**config.mk**
```make
export PLATFORM = sky130hd
export DESIGN_NAME = twenty_bit_divider
export DESIGN_NICKNAME = d
export VERILOG_FILES = /design/src/rtl/divider_pkg.sv /design/src/rtl/divider_step.sv /design/src/rtl/twenty_bit_divider.sv
export SDC_FILE = /design/constraint.sdc
export NUM_CORES = 1
export LEC_CHECK = 0
export ABC_AREA = 1
export ABC_CLOCK_PERIOD_IN_PS = 1800
export BUFFER_PORTS_ARGS = -buffer_cell sky130_fd_sc_hd__buf_4
export CAP_MARGIN = 20
export CORE_MARGIN = 5
export CORE_UTILIZATION = 45
export CTS_CLUSTER_SIZE = 40
export DETAILED_ROUTE_END_ITERATION = 10
export PLACE_DENSITY = 0.73
export SETUP_SLACK_MARGIN = 0.05
export SLEW_MARGIN = 20
export SYNTH_ARGS = -nofsm -noshare
export SYNTH_HDL_FRONTEND = slang
export SYNTH_SLANG_ARGS = --single-unit
```
**constraint.sdc**
```tcl
create_clock -name clk -period 1.8 [get_ports clk]
set_clock_uncertainty 0.15 [all_clocks]
set_input_delay 0 -clock clk [delete_from_list [all_inputs] [get_ports clk]]
set_output_delay 0 -clock clk [all_outputs]
set_load 0.01 [all_outputs]
```
**src/rtl/divider_pkg.sv**
```systemverilog
// Shared widths, FSM state type and error-result helper for the 28/8 restoring divider.
package divider_pkg;

    localparam int unsigned DIVIDEND_W = 28;
    localparam int unsigned DIVISOR_W  = 8;
    localparam int unsigned QUOTIENT_W = 20;
    localparam int unsigned COUNT_W    = 5;

    localparam logic [QUOTIENT_W-1:0] QUOTIENT_SAT = 20'hFFFFF;

    typedef enum logic [1:0] {
        IDLE = 2'd0,
        DIV  = 2'd1,
        DONE = 2'd2
    } state_t;

    // Quotient reported for a zero divisor or an overflowing quotient.
    function automatic logic [QUOTIENT_W-1:0] err_quotient(input logic sat_en);
        return sat_en ? QUOTIENT_SAT : '0;
    endfunction

endpackage

```
**src/rtl/divider_step.sv**
```systemverilog
// One restoring-division iteration: shift in a dividend bit, subtract divisor if it fits.
module divider_step
    import divider_pkg::*;
(
    input  logic [DIVISOR_W-1:0] i_rem,
    input  logic                 i_bit,
    input  logic [DIVISOR_W-1:0] i_divisor,
    output logic [DIVISOR_W-1:0] o_rem,
    output logic                 o_qbit
);

    logic [DIVISOR_W:0] w_trial;
    logic [DIVISOR_W:0] w_div_ext;

    assign w_trial   = {i_rem, i_bit};
    assign w_div_ext = {1'b0, i_divisor};

    // The 9-bit trial keeps the carry so a partial remainder up to 2*divisor-1 compares correctly.
    assign o_qbit = (w_trial >= w_div_ext);
    assign o_rem  = o_qbit ? DIVISOR_W'(w_trial - w_div_ext) : w_trial[DIVISOR_W-1:0];

endmodule

```
**src/rtl/twenty_bit_divider.sv**
```systemverilog
// Sequential restoring divider: 28-bit / 8-bit -> 20-bit quotient + 8-bit remainder,
// one quotient bit per clock, start/done handshake.
// Build option: define TWENTY_BIT_DIVIDER_SAT_EN to return an all-ones quotient on error.
module twenty_bit_divider
    import divider_pkg::*;
(
    input  logic                  clk,
    input  logic                  reset_n,
    input  logic                  start,
    input  logic [DIVIDEND_W-1:0] dividend,
    input  logic [DIVISOR_W-1:0]  divisor,
    output logic                  busy,
    output logic                  done,
    output logic [QUOTIENT_W-1:0] quotient,
    output logic [DIVISOR_W-1:0]  remainder,
    output logic                  div_by_zero,
    output logic                  overflow
);

`ifdef TWENTY_BIT_DIVIDER_SAT_EN
    localparam logic SAT_EN = 1'b1;
`else
    localparam logic SAT_EN = 1'b0;
`endif
    localparam logic [QUOTIENT_W-1:0] ERR_QUOT   = err_quotient(SAT_EN);
    localparam logic [COUNT_W-1:0]    LAST_COUNT = COUNT_W'(QUOTIENT_W - 1);

    state_t                r_state;
    logic [COUNT_W-1:0]    r_count;
    logic [DIVISOR_W-1:0]  r_rem;
    logic [QUOTIENT_W-1:0] r_shift;
    logic [DIVISOR_W-1:0]  r_divisor;
    logic                  r_busy;
    logic                  r_done;
    logic [QUOTIENT_W-1:0] r_quotient;
    logic [DIVISOR_W-1:0]  r_remainder;
    logic                  r_div_by_zero;
    logic                  r_overflow;

    state_t                w_state_nxt;
    logic [COUNT_W-1:0]    w_count_nxt;
    logic [DIVISOR_W-1:0]  w_rem_nxt;
    logic [QUOTIENT_W-1:0] w_shift_nxt;
    logic [DIVISOR_W-1:0]  w_divisor_nxt;
    logic                  w_busy_nxt;
    logic                  w_done_nxt;
    logic [QUOTIENT_W-1:0] w_quotient_nxt;
    logic [DIVISOR_W-1:0]  w_remainder_nxt;
    logic                  w_div_by_zero_nxt;
    logic                  w_overflow_nxt;

    logic [DIVISOR_W-1:0]  w_dividend_hi;
    logic [QUOTIENT_W-1:0] w_dividend_lo;
    logic [DIVISOR_W-1:0]  w_step_rem;
    logic                  w_step_qbit;

    assign w_dividend_hi = dividend[DIVIDEND_W-1:QUOTIENT_W];
    assign w_dividend_lo = dividend[QUOTIENT_W-1:0];

    // Single shared iteration datapath; the dividend bits leave the shift register MSB-first
    // while quotient bits enter at the LSB, so the register ends up holding the quotient.
    divider_step u_step (
        .i_rem     (r_rem),
        .i_bit     (r_shift[QUOTIENT_W-1]),
        .i_divisor (r_divisor),
        .o_rem     (w_step_rem),
        .o_qbit    (w_step_qbit)
    );

    // Next-state and next-output logic for the IDLE -> DIV -> DONE sequence.
    always_comb begin
        w_state_nxt       = r_state;
        w_count_nxt       = r_count;
        w_rem_nxt         = r_rem;
        w_shift_nxt       = r_shift;
        w_divisor_nxt     = r_divisor;
        w_busy_nxt        = r_busy;
        w_done_nxt        = 1'b0;
        w_quotient_nxt    = r_quotient;
        w_remainder_nxt   = r_remainder;
        w_div_by_zero_nxt = r_div_by_zero;
        w_overflow_nxt    = r_overflow;

        case (r_state)
            IDLE: begin
                if (start) begin
                    w_busy_nxt        = 1'b1;
                    w_divisor_nxt     = divisor;
                    w_div_by_zero_nxt = 1'b0;
                    w_overflow_nxt    = 1'b0;
                    if (divisor == '0) begin
                        w_div_by_zero_nxt = 1'b1;
                        w_quotient_nxt    = ERR_QUOT;
                        w_remainder_nxt   = '0;
                        w_state_nxt       = DONE;
                    end else if (w_dividend_hi >= divisor) begin
                        // Upper bits already hold a full divisor: quotient needs more than 20 bits.
                        w_overflow_nxt    = 1'b1;
                        w_quotient_nxt    = ERR_QUOT;
                        w_remainder_nxt   = '0;
                        w_state_nxt       = DONE;
                    end else begin
                        w_rem_nxt   = w_dividend_hi;
                        w_shift_nxt = w_dividend_lo;
                        w_count_nxt = '0;
                        w_state_nxt = DIV;
                    end
                end
            end
            DIV: begin
                w_rem_nxt   = w_step_rem;
                w_shift_nxt = {r_shift[QUOTIENT_W-2:0], w_step_qbit};
                w_count_nxt = r_count + COUNT_W'(1);
                if (r_count == LAST_COUNT) begin
                    w_busy_nxt      = 1'b0;
                    w_quotient_nxt  = {r_shift[QUOTIENT_W-2:0], w_step_qbit};
                    w_remainder_nxt = w_step_rem;
                    w_state_nxt     = DONE;
                end
            end
            DONE: begin
                w_busy_nxt  = 1'b0;
                w_done_nxt  = 1'b1;
                w_state_nxt = IDLE;
            end
            default: begin
                w_busy_nxt  = 1'b0;
                w_state_nxt = IDLE;
            end
        endcase
    end

    // State, datapath and output registers.
    always_ff @(posedge clk or negedge reset_n) begin
        if (!reset_n) begin
            r_state       <= IDLE;
            r_count       <= '0;
            r_rem         <= '0;
            r_shift       <= '0;
            r_divisor     <= '0;
            r_busy        <= 1'b0;
            r_done        <= 1'b0;
            r_quotient    <= '0;
            r_remainder   <= '0;
            r_div_by_zero <= 1'b0;
            r_overflow    <= 1'b0;
        end else begin
            r_state       <= w_state_nxt;
            r_count       <= w_count_nxt;
            r_rem         <= w_rem_nxt;
            r_shift       <= w_shift_nxt;
            r_divisor     <= w_divisor_nxt;
            r_busy        <= w_busy_nxt;
            r_done        <= w_done_nxt;
            r_quotient    <= w_quotient_nxt;
            r_remainder   <= w_remainder_nxt;
            r_div_by_zero <= w_div_by_zero_nxt;
            r_overflow    <= w_overflow_nxt;
        end
    end

    assign busy        = r_busy;
    assign done        = r_done;
    assign quotient    = r_quotient;
    assign remainder   = r_remainder;
    assign div_by_zero = r_div_by_zero;
    assign overflow    = r_overflow;

endmodule

```
==> results of run 1 <==
[power groups by stage]
stage	Combinational [mW]	Sequential, mW	Clock, mW
finish	7.50	2.92	1.39
global route	8.17	3.01	1.49
CTS	6.17	2.86	1.40
detailed placement	5.55	2.87	0
global placement	5.43	2.84	0
floorplan	3.48	2.91	0
[metrics by stage]
step / std cells / power (mW) / hold WS, ns / utilization / setup slack (ns)
6_report: 789 / 11.8 / -0.0106 / 0.695 / -0.256
5_1_grt: 789 / 12.7 / 0.0194 / 0.695 / -0.365
4_1_cts: 779 / 10.4 / 0.00395 / 0.655 / -0.150
3_5_place_dp: 717 / 8.42 / -0.180 / 0.567 / -0.147
3_3_place_gp: 717 / 8.27 / -0.178 / 0.567 / -0.125
2_1_floorplan: 523 / 6.39 / -0.446 / - / 0.00546
[layer usage]
layer,share of wire,vias to the layer above,routed length [um],track usage
li1,-,1956,-,-
met1,0.40,1994,5150,0.268
met2,0.52,140,6670,0.370
met3,0.050,29,641,0.0339
met4,0.020,0,260,0.0612
met5,0,-,0,0
[flip-flops by register name, indices dropped and copies added (netlist names)]
signal,count
r_shift,20
r_rem,8
r_count,5
r_state,2
r_divisor,8
overflow,1
done,1
quotient,20
busy,1
div_by_zero,1
remainder,8
[worst paths after layout]
check	from	to	slack (ns)	cells past startpoint
setup / recovery	r_rem[0]	r_rem[4]	-0.26	11
hold / removal	reset_n	div_by_zero	-0.01	2
setup reg to reg	r_rem[0]	r_rem[4]	-0.26	11
hold reg to reg	r_shift[18]	r_shift[18]	0.34	2
max in group asynchronous	reset_n	r_rem[4]	0.91	3
min in group clk	divisor[2]	div_by_zero	-0.01	4
[layout make-up]
class	instances	area share
multi-input combinational	387	0.372
timing repair buffer	158	0.233
sequential	75	0.310
clock buffer	10	0.0227
inverter	45	0.0279
clock inverter	6	0.0118
tap	108	0.0223
[cells by family (layout without fill, tap and decap cells)]
group / Yosys count / count (layout) / share of synthesized area
compound gates: 52 / 52 / 0.0785
simple gates: 310 / 312 / 0.316
fa+ha+maj: 18 / 18 / 0.0577
buf+inv: 63 / 219 / 0.0711
xor+xnor: 5 / 5 / 0.0109
flops: 75 / 75 / 0.465
[cell usage in the layout (no fill, tap or decap), drive strengths merged]
cell type	n
nand3	26
clkbuf	13
a21oi	9
dlygate4sd3	38
clkinvlp	2
nand4	4
a31oi	2
nor3	2
dfrtp	75
o21a	1
nor2	24
buf	117
a22o	1
nand2	248
o21ai	39
inv	48
ha	17
nand3b	6
bufinv	1
fa	1
or2	2
xor2	4
xnor2	1
[repair_timing]
action | CTS | global route
resized for setup | 25 | 50
pin swaps | 14 | 13
buffers inserted | 6 | 7
hold buffers | 38 | 4
endpoints found under the setup margin | 18 | 62
cloned | 2 | 3
endpoints found under the hold margin | 114 | 5
==> impl_metrics.csv, run 1 <==
group,metric,value,unit
routing,detail_route.iter0.violations,214,
logic_synthesis,syn_inst,523,
floorplanning,core_area,0.00872,mm2
power_and_ir_drop,power_per_cell_area,1950,mW/mm2
cts,clock_buffer_count_from_cts,9,
worst_setup_path,critical-path-top-cell-by-count,"sky130_fd_sc_hd__nand2_1",
worst_setup_path,cp_cell_sequence,"buf_6 > fa_2 > nand2_2 > nor2_4 > nor2_2 > xor2_1 > nand2_1 > nand3_2 > nand2_1 > nand2_1 > nand2_1",
place,final_gp_congestion,0.914,
cts,tritoncts,"built",
power_and_ir_drop,power_report.internal_total,6.39,mW
power_and_ir_drop,clkPwrFrac,0.118,
floorplanning,fp-row-count,34,
logic_synthesis,ys_dominant_reg_cell,"sky130_fd_sc_hd__dfrtp_1",
power_and_ir_drop,fraction_of_power_spent_switching_nets,0.459,
timing,hold_ws,-0.0106,ns
grt,overall_fraction_of_global_route_tracks_in_use,0.211,
timing,max_freq,0.486,GHz
cts,clkSlewWorstSetupHoldPaths,0.09,ns
cts,cts_buffer_depth,2,
timing,min_period,2.06,ns
power_and_ir_drop,switchingPower,5.42,mW
worst_setup_path,worstPathBufferInverterCount,1,
cells_and_area,finalNetCount,733,
grt,maximum_number_of_pins_on_one_net_before_global_route_repair,44,
floorplanning,die_height,105,um
place,place_area,0.00494,mm2
logic_synthesis,synth-async-reset-ratio,1.00,
routing,first_pass_iters,5,
worst_setup_path,criticalPathCategory,"register to register",
logic_synthesis,synth_area_per_cell,7.71,um2
logic_synthesis,synth_area_leader_cell,"sky130_fd_sc_hd__dfrtp_1",
worst_setup_path,kind_of_cell_adding_the_most_delay_to_the_critical_path,"simple AND/OR/NAND/NOR gates",
run_status,status,"complete, but fails checks",
run,cap_viol_max_count,0,
run_status,violations_in_the_final_reports,"negative hold slack, negative setup slack",
power_and_ir_drop,p_comb_frac,0.635,
timing,final_count_of_hold_timing_violations,19,
place,place.detailed.hpwl,7660,um
worst_setup_path,crit_slowest_cell,"sky130_fd_sc_hd__dfrtp_1",
worst_setup_path,crit_path_capture_type,"register",
routing,num_vias,4119,
cells_and_area,seqCellArea,0.00188,mm2
cells_and_area,final_cell_area,0.00606,mm2
logic_synthesis,synthDistinctLibCells,33,
timing,max_slew.worst_pin.slew,0.442,ns
logic_synthesis,yosys_warnings,0,
grt,grt_pass1_wl,19300,um
place,io_port_bufs,70,
floorplanning,io_pins,71,
timing,timing.final.max_slew_violations,0,
logic_synthesis,post_syn_area,0.00403,mm2
timing,totalNegativeSetupSlack,-6.71,ns
grt,overall_overflow_remaining_after_global_route,0,
routing,wl_per_cell,16.1,um
grt,first_global_vias,4148,
logic_synthesis,synth.most_common_cell,"sky130_fd_sc_hd__nand2_1",
logic_synthesis,ys_top_cells_by_area,"sky130_fd_sc_hd__dfrtp_1 (47%), sky130_fd_sc_hd__nand2_1 (23%), sky130_fd_sc_hd__ha_1 (5.3%)",
cells_and_area,fillerInstances,643,
timing,setup_viol,62,
floorplanning,floorplan.die.width,105,um
worst_setup_path,cp.arrival,2.14,ns
floorplanning,initial_utilization,0.462,
power_and_ir_drop,pwr-share-seq,0.248,
cells_and_area,drive_above_1_share,0.329,
worst_setup_path,path_max_fanout,3,
logic_synthesis,synth_enable_flop_cells,0,
routing,dr_drc_count,0,
cts,worstSkewPairLatency,0.35,ns
hold_path,holdCritPathClass,"input pin to asynchronous set/reset pin",
power_and_ir_drop,cellLeakagePower,3.14,nW
logic_synthesis,number_of_storage_elements_in_the_synthesis_netlist,75,
cells_and_area,antennaDiodeCount,0,
timing,setup_ws,-0.256,ns
worst_setup_path,type_of_origin_of_the_critical_path,"register",
cts,htree_levels,3,
logic_synthesis,netlist.area_leader.share,0.465,
routing,routed_wirelength,12700,um
routing,post_drt_via_cell_ratio,5.22,
logic_synthesis,post_synth_most_frequent_cells,"sky130_fd_sc_hd__nand2_1 (244), sky130_fd_sc_hd__dfrtp_1 (75), sky130_fd_sc_hd__inv_1 (43), sky130_fd_sc_hd__nand3_1 (24), sky130_fd_sc_hd__o21ai_0 (21)",
logic_synthesis,synth.net_count,580,
worst_setup_path,crit_required,1.89,ns
grt,grt_antenna_before_repair,0,
cells_and_area,area.growth.synth_to_final,50.4,%
timing,slew_headroom,0.705,
cells_and_area,multi_input_area,0.00226,mm2
timing,post-route-period-util,1.14,
logic_synthesis,ys_seq_area_frac,0.465,
routing,detail-route-antenna-nets,0,
timing,rsz0062_at_grt,"yes",
cts,cts.sinks,75,
power_and_ir_drop,vdd_ir_drop_max,0.956,mV
worst_setup_path,worst_path_largest_cell_delay,0.44,ns
cts,cts.root.buffer_cell,"sky130_fd_sc_hd__clkbuf_8",
floorplanning,floorplan.die_area,0.0110,mm2
No activity file was read; power rests on OpenSTA's default activity.
==> inputs of run 2 (changes only) <==
- CORE_MARGIN: 5 -> 2
==> run 2 against run 1 <==
The run ends with negative setup slack left. Clock power down 10%. Cell count up 0.13%. Maximum frequency decreased by 2.5%. Cell area decreased by 1.8%. Global-route usage up 2.3 points. Critical path depth unchanged. Hold slack better by 0.025 ns. Non-clock buffer count rose by 1. Critical endpoint is now remainder[0]. Largest cell class unchanged.
==> impl_metrics.csv, run 2 (synthesized netlist as in run 1, its figures left out) <==
group,metric,value,unit
cts,tritoncts,"built",
cts,cts.sinks,75,
power_and_ir_drop,vdd_ir_drop_max,1.01,mV
worst_setup_path,crit_slowest_cell,"sky130_fd_sc_hd__dlygate4sd3_1",
floorplanning,io_pins,71,
grt,first_global_vias,3893,
cts,worstSkewPairLatency,0.36,ns
timing,min_period,2.11,ns
cts,clock_buffer_count_from_cts,9,
timing,max_freq,0.474,GHz
grt,maximum_number_of_pins_on_one_net_before_global_route_repair,40,
cells_and_area,finalNetCount,734,
place,place_worst_setup_slack,-0.230,ns
floorplanning,die_height,98.7,um
timing,hold_ws,0.0146,ns
timing,timing.final.max_slew_violations,0,
power_and_ir_drop,power_per_cell_area,1860,mW/mm2
cells_and_area,drive_above_1_share,0.304,
worst_setup_path,criticalPathCategory,"input pin to register",
cts,clkSlewWorstSetupHoldPaths,0.09,ns
power_and_ir_drop,switchingPower,5.10,mW
place,place.detailed.hpwl,7420,um
grt,overall_fraction_of_global_route_tracks_in_use,0.234,
cells_and_area,antennaDiodeCount,0,
cts,htree_levels,3,
power_and_ir_drop,fraction_of_power_spent_switching_nets,0.459,
cts,cts.root.buffer_cell,"sky130_fd_sc_hd__clkbuf_8",
worst_setup_path,worst_path_largest_cell_delay,0.59,ns
run,cap_viol_max_count,0,
timing,setup_viol,63,
power_and_ir_drop,cellLeakagePower,3.16,nW
grt,overall_overflow_remaining_after_global_route,0,
routing,detail-route-antenna-nets,0,
floorplanning,core_area,0.00872,mm2
power_and_ir_drop,p_comb_frac,0.627,
floorplanning,initial_utilization,0.462,
place,place_area,0.00494,mm2
timing,final_count_of_hold_timing_violations,0,
timing,setup_ws,-0.309,ns
worst_setup_path,type_of_origin_of_the_critical_path,"input pin",
cells_and_area,final_cell_area,0.00596,mm2
cells_and_area,fillerInstances,636,
timing,rsz0062_at_grt,"yes",
worst_setup_path,crit_path_capture_type,"register",
routing,dr_drc_count,0,
place,io_port_bufs,70,
worst_setup_path,timing.reg2reg.worst_path_depth,12,
routing,first_pass_iters,5,
power_and_ir_drop,pwr-share-seq,0.261,
floorplanning,floorplan.die.width,98.7,um
hold_path,holdCritPathClass,"input pin to asynchronous set/reset pin",
cells_and_area,most_frequent_cells_in_the_layout,"sky130_fd_sc_hd__nand2_1 (230), sky130_fd_sc_hd__buf_4 (106), sky130_fd_sc_hd__dfrtp_1 (75), sky130_fd_sc_hd__dlygate4sd3_1 (38), sky130_fd_sc_hd__inv_1 (35)",
run_status,violations_in_the_final_reports,"negative setup slack",
grt,grt_antenna_before_repair,0,
timing,max_slew.worst_pin.slew,0.506,ns
worst_setup_path,crit_required,1.93,ns
routing,routed_wirelength,12400,um
grt,grt_pass1_wl,18200,um
place,final_gp_congestion,1.05,
cells_and_area,mostFrequentLayoutCell,"sky130_fd_sc_hd__nand2_1",
worst_setup_path,cp.arrival,2.24,ns
power_and_ir_drop,power_report.internal_total,6.01,mW
timing,slew_headroom,0.662,
cells_and_area,area.growth.synth_to_final,47.7,%
power_and_ir_drop,clkPwrFrac,0.112,
routing,detail_route.iter0.violations,273,
run_status,status,"complete, but fails checks",
floorplanning,floorplan.die_area,0.00973,mm2
floorplanning,fp-row-count,34,
cells_and_area,fin_util,0.683,
timing,post-route-period-util,1.17,
cts,cts_buffer_depth,2,
worst_setup_path,path_max_fanout,13,
routing,post_drt_via_cell_ratio,5.24,
routing,wl_per_cell,15.7,um
routing,num_vias,4136,
worst_setup_path,cp_cell_sequence,"buf_4 > dlygate4sd3_1 > inv_1 > ha_1 > a21oi_1 > o21a_2 > nand4_1 > nand2_4 > clkbuf_16 > nand2_1 > o21ai_1",
run 2: layout make-up:
type / count / area, um2 / area share
clock inverters: 7 / 58.8 / 0.00987
inverters: 45 / 169 / 0.0284
well taps: 108 / 135 / 0.0227
flip-flops and latches: 75 / 1880 / 0.315
repair buffers: 159 / 1460 / 0.245
clock buffers: 9 / 124 / 0.0208
multi-input cells: 387 / 2130 / 0.358
run 2: path summary, 6_finish.rpt:
check                           slack, ns           end          from
worst max register to register      -0.23      r_rem[7]  r_divisor[0]
min in group clk                     0.02      r_rem[4]  dividend[24]
worst min-delay path                 0.01  r_divisor[0]       reset_n
worst max-delay path                -0.31  remainder[0]    divisor[7]
worst min register to register       0.34   quotient[2]   quotient[2]
max in group asynchronous            0.57    r_count[2]       reset_n
run 2: metal layers:
layer	global-route usage	part of all wire	wire length, um	vias to the layer above
met5	0	0	0	-
met3	0.0383	0.059	724	42
li1	-	-	-	1955
met2	0.387	0.50	6150	172
met4	0.120	0.034	417	0
met1	0.297	0.41	5070	1967
run 2: power groups by stage:
stage / combinational, mW / clock, mW / sequential [mW]
finish: 6.96 / 1.25 / 2.90
global placement: 5.38 / 0 / 2.86
global route: 7.59 / 1.33 / 2.97
detailed placement: 5.48 / 0 / 2.88
CTS: 5.98 / 1.26 / 2.86
floorplan: 3.48 / 0 / 2.91
run 2: repair_timing:
| action | 4_1_cts | 5_1_grt |
|---|---|---|
| endpoints found under the hold margin | 114 | 4 |
| setup buffers | 4 | 6 |
| hold buffers | 39 | 4 |
| gates resized for setup | 21 | 34 |
| endpoints found under the setup margin | 18 | 62 |
| cloned | 2 | 7 |
| pin swaps | 3 | 11 |
run 2: metrics by stage:
stage	power (mW)	setup TNS (ns)	std cells
6_report	11.1	-13.76	790
5_1_grt	11.9	-17.27	790
4_1_cts	10.1	-5.00	777
3_5_place_dp	8.36	-1.81	716
3_3_place_gp	8.24	-1.27	716
2_1_floorplan	6.39	0	523
run 2: worst max-delay path: cells and delay by family:
kind | cells | cell delay, ns
buffers and inverters | 4 | 0.95
AO/OA/AOI/OAI | 3 | 0.53
AND/OR/NAND/NOR | 3 | 0.47
adder cells (fa/ha/maj) | 1 | 0.29
==> inputs of run 3 (changes only) <==
- CELL_PAD_IN_SITES_DETAIL_PLACEMENT: not set -> 1
- CELL_PAD_IN_SITES_GLOBAL_PLACEMENT: not set -> 2
- CORE_UTILIZATION: 45 -> 29
- PLACE_DENSITY: 0.73 -> 0.8
==> run 3 against run 2 <==
The flow still finishes with violations (negative setup slack). Sequential cell count stayed put. Non-clock buffer count is 3 higher. Via count is 2.6% lower. Clock power is 50% higher. Worst setup slack better by 0.077 ns. Sequential power hardly changed. Combinational power is 7.9% higher. Hold slack better by 0.015 ns. Total power is 11% higher. Critical path depth is 1 higher. First-iteration DRC count is 48% lower. Sequential share of layout area is 1.4 points lower. Largest cell class unchanged. Highest routed layer unchanged.
==> impl_metrics.csv, run 3 (synthesized netlist as in run 1, its figures left out) <==
group,metric,value,unit
run_status,status,"complete, but fails checks",
run_status,violations_in_the_final_reports,"negative setup slack",
timing,rsz0062_at_grt,"yes",
power_and_ir_drop,clkPwrFrac,0.152,
grt,grt_antenna_before_repair,0,
power_and_ir_drop,switchingPower,5.42,mW
routing,dr_drc_count,0,
worst_setup_path,path_max_fanout,8,
worst_setup_path,crit_slowest_cell,"sky130_fd_sc_hd__dfrtp_1",
timing,totalNegativeSetupSlack,-2.03,ns
worst_setup_path,crit_path_capture_type,"register",
worst_setup_path,worst_path_largest_cell_delay,0.43,ns
floorplanning,die_height,122,um
timing,min_period,2.03,ns
place,place_area,0.00503,mm2
worst_setup_path,setup.worst_path.start,"r_rem[2]",
grt,first_global_vias,4355,
cells_and_area,fillerInstances,1632,
place,place.detailed.hpwl,9240,um
power_and_ir_drop,p_comb_frac,0.610,
timing,setup_viol,18,
timing,final_count_of_hold_timing_violations,0,
timing,hold_ws,0.0297,ns
grt,gr-max-usage-layer,"met2",
power_and_ir_drop,power.total,12.3,mW
timing,max_slew.worst_pin.slew,0.350,ns
cells_and_area,most_frequent_cells_in_the_layout,"sky130_fd_sc_hd__nand2_1 (219), sky130_fd_sc_hd__buf_4 (109), sky130_fd_sc_hd__dfrtp_1 (74), sky130_fd_sc_hd__dlygate4sd3_1 (41), sky130_fd_sc_hd__inv_1 (31)",
grt,grt_pass1_wl,21600,um
cells_and_area,antennaDiodeCount,0,
place,io_port_bufs,70,
worst_setup_path,critical-path-top-cell-by-count,"sky130_fd_sc_hd__nand2_1",
timing,max_freq,0.492,GHz
power_and_ir_drop,cellLeakagePower,3.21,nW
power_and_ir_drop,vdd_ir_drop_max,0.819,mV
timing,slew_headroom,0.766,
worst_setup_path,cp.arrival,2.11,ns
timing,timing.final.max_slew_violations,0,
worst_setup_path,timing.reg2reg.worst_path_depth,12,
floorplanning,floorplan.die_area,0.0149,mm2
run,cap_viol_max_count,0,
grt,overall_overflow_remaining_after_global_route,0,
worst_setup_path,regToRegEndpoint,"r_rem[5]",
worst_setup_path,type_of_origin_of_the_critical_path,"register",
floorplanning,initial_utilization,0.294,
cts,htree_levels,3,
routing,routed_wirelength,13600,um
grt,use_met1,0.229,
worst_setup_path,cp_num_cells,12,
cts,clock_buffer_count_from_cts,9,
cells_and_area,mostFrequentLayoutCell,"sky130_fd_sc_hd__nand2_1",
worst_setup_path,criticalPathCategory,"register to register",
grt,globalRouteMet2Util,0.321,
routing,post_drt_via_cell_ratio,4.66,
worst_setup_path,kind_of_cell_adding_the_most_delay_to_the_critical_path,"simple AND/OR/NAND/NOR gates",
power_and_ir_drop,power_per_cell_area,1970,mW/mm2
routing,first_pass_iters,4,
routing,detail_route.iter0.violations,143,
grt,overall_fraction_of_global_route_tracks_in_use,0.189,
timing,setup_ws,-0.231,ns
worst_setup_path,crit_required,1.88,ns
cts,cts_buffer_depth,2,
grt,grt_use_met3,0.0524,
cells_and_area,final_cell_area,0.00624,mm2
floorplanning,floorplan.die.width,122,um
power_and_ir_drop,pwr-share-seq,0.237,
power_and_ir_drop,fraction_of_power_spent_switching_nets,0.440,
cts,tritoncts,"built",
routing,num_vias,4030,
worst_setup_path,critical_path.reg2reg.startpoint,"r_rem[2]",
cts,cts.root.buffer_cell,"sky130_fd_sc_hd__clkbuf_16",
place,dp.cells,789,
cells_and_area,area.growth.synth_to_final,54.8,%
cells_and_area,fin_util,0.455,
cts,cts.sinks,75,
place,final_gp_congestion,0.809,
grt,maximum_number_of_pins_on_one_net_before_global_route_repair,47,
worst_setup_path,worstPathBufferInverterCount,0,
worst_setup_path,worst_setup_path_endpoint,"r_rem[5]",
timing,post-route-period-util,1.13,
floorplanning,io_pins,71,
cells_and_area,instances_no_fill,865,
cts,worstSkewPairLatency,0.34,ns
cells_and_area,finalNetCount,737,
worst_setup_path,worst-r2r-setup-slack,-0.23,ns
cts,clkSlewWorstSetupHoldPaths,0.06,ns
cells_and_area,drive_above_1_share,0.333,
worst_setup_path,cp_cell_sequence,"ha_4 > nand2_4 > nor2_4 > nand2_2 > nand3_4 > nand2_4 > nand2_8 > nand2_1 > nand3_1 > nand2_1 > nand2_1 > nand2_1",
floorplanning,fp-row-count,43,
place,place_worst_setup_slack,-0.263,ns
hold_path,holdCritPathClass,"input pin to asynchronous set/reset pin",
floorplanning,core_area,0.0137,mm2
power_and_ir_drop,power_report.internal_total,6.89,mW
routing,detail-route-antenna-nets,0,
routing,wl_per_cell,15.7,um
==> run 3: per-layer routing <==
metal	up-vias	share of wire
li1	1956	-
met1	1982	0.43
met2	67	0.50
met3	25	0.042
met4	0	0.024
met5	-	0
==> run 3: worst min path at each step <==
stage,slack [ns],endpoint,startpoint,depth (start not counted)
detailed placement,-0.33,quotient[18],reset_n,1
global placement,-0.33,quotient[19],reset_n,1
global route,0.07,quotient[13],reset_n,3
CTS,0.04,quotient[13],reset_n,3
finish,0.03,quotient[13],reset_n,3
floorplan,-0.45,busy,reset_n,0
==> run 3: cell type report <==
type / count / area, um2 / area share
timing repair buffer: 162 / 1440 / 0.231
clock inverter: 3 / 46.3 / 0.00742
tap: 180 / 225 / 0.0361
multi-input combinational: 387 / 2220 / 0.355
sequential: 75 / 1880 / 0.301
clock buffer: 13 / 260 / 0.0417
inverter: 45 / 171 / 0.0275
==> run 3: worst register-to-register path: stages (launching register included) <==
cell and delay [ns]:
sky130_fd_sc_hd__dfrtp_1 0.43, sky130_fd_sc_hd__ha_4 0.31, sky130_fd_sc_hd__nand2_4 0.07, sky130_fd_sc_hd__nor2_4 0.11, sky130_fd_sc_hd__nand2_2 0.08, sky130_fd_sc_hd__nand3_4 0.10
sky130_fd_sc_hd__nand2_4 0.11, sky130_fd_sc_hd__nand2_8 0.11, sky130_fd_sc_hd__nand2_1 0.11, sky130_fd_sc_hd__nand3_1 0.14, sky130_fd_sc_hd__nand2_1 0.08, sky130_fd_sc_hd__nand2_1 0.06
sky130_fd_sc_hd__nand2_1 0.05
==> run 3: repair_timing <==
item | CTS | global route
pin swaps | 17 | 21
buffers inserted | 9 | 6
hold buffers | 41 | 1
hold endpoints to repair | 113 | 1
resized for setup | 47 | 39
gates cloned | 2 | 2
setup endpoints to repair | 18 | 64
==> run 3: power groups by stage <==
stage	Combinational [mW]	Sequential [mW]	Clock (mW)
3_5_place_dp	5.71	2.90	0
2_1_floorplan	3.48	2.91	0
4_1_cts	6.69	2.91	1.94
5_1_grt	8.27	3.02	2.00
6_report	7.51	2.92	1.87
3_3_place_gp	5.56	2.87	0
